## config.mk

```make
export PLATFORM = sky130hd
export DESIGN_NAME = gand16_rr_sched
export DESIGN_NICKNAME = d
export VERILOG_FILES = /design/src/rtl/gand16_rr_sched_pkg.sv /design/src/rtl/gand16.sv /design/src/rtl/gand16_rr_sched.sv
export SDC_FILE = /design/constraint.sdc
export NUM_CORES = 1
export LEC_CHECK = 0
export ABC_AREA = 1
export ABC_CLOCK_PERIOD_IN_PS = 2500
export CORE_UTILIZATION = 23
export DETAILED_ROUTE_END_ITERATION = 6
export GPL_TIMING_DRIVEN = 0
export SKIP_LAST_GASP = 1
export SYNTH_ARGS = -nofsm -noshare
export SYNTH_HDL_FRONTEND = slang
export SYNTH_SLANG_ARGS = --single-unit
```

## constraint.sdc

```tcl
create_clock -name clk -period 2.5 [get_ports clk]
set_input_delay 0.375 -clock clk [delete_from_list [all_inputs] [get_ports clk]]
set_output_delay 0.375 -clock clk [all_outputs]
set_load 0.01 [all_outputs]
```

## src/rtl/gand16_rr_sched_pkg.sv

```systemverilog
// Shared definitions for the gand16 round-robin scheduler: FSM encodings and datapath width.
package gand16_rr_sched_pkg;

  localparam int GAND_W = 16;

  typedef enum logic [1:0] {
    IDLE = 2'd0,
    EXEC = 2'd1,
    RESP = 2'd2
  } sched_state_e;

endpackage

```

## src/rtl/gand16.sv

```systemverilog
// 16-bit bitwise AND datapath shared by all requesters of the scheduler.
module gand16 (
  input  logic [15:0] a,
  input  logic [15:0] b,
  output logic [15:0] y
);

  assign y = a & b;

endmodule

```

## src/rtl/gand16_rr_sched.sv

```systemverilog
// Round-robin scheduler time-sharing one gand16 instance among N_REQ requesters.
// Operands are registered on grant; the result returns on a valid/ready channel.
module gand16_rr_sched
  import gand16_rr_sched_pkg::*;
#(
  parameter  int N_REQ = 4,
  parameter  int W     = GAND_W,
  localparam int IDW   = (N_REQ > 1) ? $clog2(N_REQ) : 1
)(
  input  logic               clk,
  input  logic               rst_n,
  input  logic [N_REQ-1:0]   req_valid,
  input  logic [N_REQ*W-1:0] req_a,
  input  logic [N_REQ*W-1:0] req_b,
  output logic [N_REQ-1:0]   req_ready,
  output logic               rsp_valid,
  input  logic               rsp_ready,
  output logic [W-1:0]       rsp_y,
  output logic [IDW-1:0]     rsp_id,
  output logic               busy,
  output logic [15:0]        op_count
);

  sched_state_e   state_q, state_d;
  logic [IDW-1:0] ptr;
  logic [IDW-1:0] id_r;
  logic [W-1:0]   a_r, b_r, y_w;
  logic [IDW-1:0] win_idx;
  logic           win_found;

  // First valid index at or after ptr, wrapping modulo N_REQ.
  function automatic void rr_pick(input  logic [N_REQ-1:0] v,
                                  input  logic [IDW-1:0]   p,
                                  output logic             found,
                                  output logic [IDW-1:0]   idx);
    int j;
    found = 1'b0;
    idx   = '0;
    for (int k = 0; k < N_REQ; k++) begin
      j = (int'(p) + k) % N_REQ;
      if (!found && v[j]) begin
        found = 1'b1;
        idx   = IDW'(j);
      end
    end
  endfunction

  always_comb begin
    win_found = 1'b0;
    win_idx   = '0;
    rr_pick(req_valid, ptr, win_found, win_idx);
  end

  always_comb begin
    req_ready = '0;
    if (state_q == IDLE && win_found) req_ready[win_idx] = 1'b1;
  end

  assign busy = (state_q != IDLE);

  always_ff @(posedge clk or negedge rst_n) begin
    if (!rst_n) state_q <= IDLE;
    else        state_q <= state_d;
  end

  always_comb begin
    state_d = state_q;
    case (state_q)
      IDLE:    if (win_found) state_d = EXEC;
      EXEC:    state_d = RESP;
      RESP:    if (rsp_ready) state_d = IDLE;
      default: state_d = IDLE;
    endcase
  end

  gand16 u_gand16 (
    .a (a_r),
    .b (b_r),
    .y (y_w)
  );

  always_ff @(posedge clk or negedge rst_n) begin
    if (!rst_n) begin
      ptr       <= '0;
      id_r      <= '0;
      a_r       <= '0;
      b_r       <= '0;
      rsp_valid <= 1'b0;
      rsp_y     <= '0;
      rsp_id    <= '0;
      op_count  <= '0;
    end else begin
      case (state_q)
        IDLE: if (win_found) begin
          a_r  <= req_a[win_idx*W +: W];
          b_r  <= req_b[win_idx*W +: W];
          id_r <= win_idx;
          // Explicit wrap keeps ptr in range when N_REQ is not a power of two.
          ptr  <= (int'(win_idx) == N_REQ-1) ? '0 : win_idx + 1'b1;
        end
        EXEC: begin
          rsp_y     <= y_w;
          rsp_id    <= id_r;
          rsp_valid <= 1'b1;
        end
        RESP: if (rsp_ready) begin
          rsp_valid <= 1'b0;
          op_count  <= op_count + 16'd1;
        end
        default: ;
      endcase
    end
  end

endmodule

```

==> results by group <==
Power and ir drop
  • Sequential share of power: 0.182
  • Share of total power in the clock network: 0.122
  • PwrDens: 1567 mW/mm^2
  • Combinational power share: 0.696
  • Switch share: 0.5003
  • Internal Power: 5.571 mW
  • Switching pwr: 5.578 mW
  • P_leak: between 3 and 4 nW
  • Worst IR Drop VDD: between 0.7 and 0.8 mV

STA
  • Tightest Pin Transition: 0.6939 ns
  • Final Critical Period: 2.637 ns
  • Count of final hold-check violations: 0
  • Final setup margin: -0.1374 ns
  • Setup Skew: 0.004969 ns
  • Setup TNS: -0.2411 ns
  • Setup Viol. Count Final: 4
  • Fin crit share: 1.055
  • FMAX: 379.2 MHz
  • RSZ-0062 raised after global routing: yes
  • Final Max Tran Viols: 0
  • Fin Hold WS: approximately 0.44 ns
  • Max-slew headroom: 0.5357

Setup path
  • Critical path's largest stage delay: 0.38 ns
  • Crit. Startpoint: ptr[0]$_DFFE_PN0P_
  • Critical path class: reg2out
  • Crit path max fanout: 6
  • Crit path DAT: 2.26 ns
  • Worst path cell trace: buf_6 -> clkinv_8 -> buf_8 -> nand2_4 -> nand2_4 -> nand2_2 -> nand2_2 -> nand2_2 -> nand2_1 -> nand2_2 -> nand3_4 -> inv_4 -> ha_4 -> inv_2 -> nor2_4 -> buf_6
  • R2R Setup Slk: 0.06 ns
  • Slowest stage cell on the critical path: dfrtp_1
  • Reg2Reg Depth: 18
  • Endpoint class of the critical path: primary output
  • Critical R2R Launch: ptr[0]$_DFFE_PN0P_
  • Crit path required time: 2.12 ns
  • Reg2reg end: b_r[13]$_DFFE_PN0P_
  • Buf/Inv on CP: 6
  • CP startpoint kind: flop
  • Most frequent CP cell: nand2_2
  • CP delay by family, top: simple AND/OR/NAND/NOR gates

Final layout
  • Share of layout cells above drive strength 1: 0.1633
  • Area Growth Syn to Fin: 64.32%
  • Fin nets: 934
  • Most common cell after layout, fill and taps aside: nand2_1
  • Most frequent cells in the layout: nand2_1, clkdlybuf4s50_1, nand3_1
  • Final Non-Filler Cells: ~1,000
  • Final instance area: 0.007116 mm^2
  • Core Util, Final: 0.3908
  • Inserted Diodes: 0
  • Filler cell count in the final layout: 1,859

Global routing
  • Total grt overflow: 0
  • Initial antenna violation count: 0
  • Largest net degree at the start of global routing: slightly above 60
  • Gr usage total: 0.1773
  • Vias in the first global route: 4,554
  • First-pass GRT wire length: around 26,000 um

CTS
  • CTS tree: built
  • Root buf cell: clkbuf_16
  • Num CTS Buffers: 9
  • Clock Path Buffers: 2
  • Worst-Skew Late Latency: 0.34 ns
  • TritonCTS Sinks: 73
  • H-tree depth: 3
  • Clock slew at reported path FFs: 0.06 ns

Routing
  • Wire per inst: 17.09 um
  • Final WL: 17,620 um
  • Via count: 4,904
  • Vias per cell: 4.757
  • Routed Antenna Nets: 0
  • Total iterations of the first detailed-routing run: 7
  • Drt first-iter violations: 283
  • DRC: 11

Die
  • Die height: 139.2 um
  • Row cnt: 49
  • I/O pin count: approximately 180
  • Core area: between 0.015 and 0.02 mm^2
  • Initial Util: 0.2378
  • Die span in x: 139.2 um
  • Die area: 0.01938 mm^2

Logic synthesis
  • #FFs+latches synth: 73
  • Synthesized area per cell: 7.303 um^2
  • Register area share after synthesis: 0.4218
  • Post-synth top area cell: dfrtp_1
  • Yosys warning total: 0
  • Syn nets: 730
  • Ranking of synthesized cells by area: dfrtp_1, nand2_1, nand3_1, nand4_1, buf_2
  • Yosys top cell area share: 0.4218
  • Synth unique cells: 23
  • Post-synthesis instance total: 593
  • Post-Syn Area: 0.004330 mm^2

Run
  • Max_cap viols: 0

Place
  • Placed Cells: about 1,000
  • Placement Cell Area: 0.006384 mm^2
  • Post-DP HPWL: 12,830 um
  • RD Place Congestion: 0.8652
  • # port buffers: 174

Outcome
  • Status: complete, but fails checks
  • Failing checks: design-rule violations, negative setup slack

Hold path
  • Hold WC Path Type: in2async
==> timing repair <==
action	in CTS	in global routing
gates resized for setup	38	64
setup buffers	4	16
endpoints found under the hold margin	12	0
hold buffers	1	0
pin swaps	5	19
cloned	0	1
setup endpoints to repair	4	4
==> kinds of logic (layout without fill, tap and decap cells) <==
kind of cell | after synthesis | in the layout | synth area share
simple gates | 426 | 426 | 0.4525
flops | 73 | 73 | 0.4218
buf+inv | 67 | 276 | 0.07743
xor+xnor | 14 | 14 | 0.02832
compound gates | 10 | 10 | 0.01156
fa+ha+maj | 2 | 2 | 0.005778
mux | 1 | 1 | 0.002600
==> per-stage QoR <==
step / power [mW] / setup slack, ns
finish: 11.15 / -0.1374
CTS: 10.36 / -0.06656
detailed placement: 8.713 / -0.7654
global placement: 8.600 / -1.546
global route: 11.98 / -0.1899
floorplan: 6.311 / 0.3674
==> routing by layer <==
layer	share of wire	GRT usage
met1	0.45	0.2431
met2	0.47	0.2839
met3	0.069	0.03785
met4	0.010	0.04152
met5	0	0
==> area by class of cell <==
| class | instances | area (um^2) | area share |
|---|---|---|---|
| Timing Repair Buffer | 197 | 1948 | 0.2738 |
| Tap cell | 229 | 286.5 | 0.04027 |
| Multi-Input combinational cell | 453 | 2391 | 0.3360 |
| Clock buffer | 12 | 266.5 | 0.03745 |
| Inverter | 22 | 102.6 | 0.01442 |
| Buffer | 41 | 242.7 | 0.03411 |
| Clock inverter | 4 | 50.05 | 0.007034 |
| Sequential cell | 73 | 1828 | 0.2569 |
==> how the worst max path moves through the flow <==
stage | end | slack [ns] | cells after the start
after global routing | req_ready[3] | -0.19 | 16
after global placement | b_r[2]$_DFFE_PN0P_ | -1.55 | 1
final | req_ready[3] | -0.14 | 16
after detailed placement | req_ready[3] | -0.77 | 13
after CTS | req_ready[3] | -0.07 | 13
after floorplan | req_ready[3] | 0.37 | 15
==> power groups by stage <==
stage	Sequential (mW)	Clock, mW	Combinational, mW
global placement	2.01	0	6.59
detailed placement	2.03	0	6.69
finish	2.03	1.36	7.76
global route	2.09	1.42	8.47
floorplan	2.02	0	4.29
CTS	2.01	1.38	6.97
==> synthesized netlist by cell type <==
library cell / instances
xnor2_1: 5
a21oi_1: 2
mux2_2: 1
inv_1: 18
nand4_1: 64
ha_1: 2
clkbuf_1: 8
buf_2: 26
xor2_1: 9
buf_6: 2
o21ai_0: 8
nand2_2: 1
buf_4: 9
nand3_1: 125
nor3_2: 2
nor3_1: 1
nand3_2: 4
dfrtp_1: 73
inv_4: 1
nor2_1: 17
nor2_2: 1
inv_2: 3
nand2_1: 211
==> registers in the layout, indices dropped and copies added, names as in the netlist <==
| signal | flops |
|---|---|
| rsp_id | 2 |
| rsp_valid | 1 |
| rsp_y | 16 |
| op_count | 16 |
| b_r | 16 |
| ptr | 2 |
| state_q | 2 |
| id_r | 2 |
| a_r | 16 |
No activity file was read; power rests on OpenSTA's default activity.
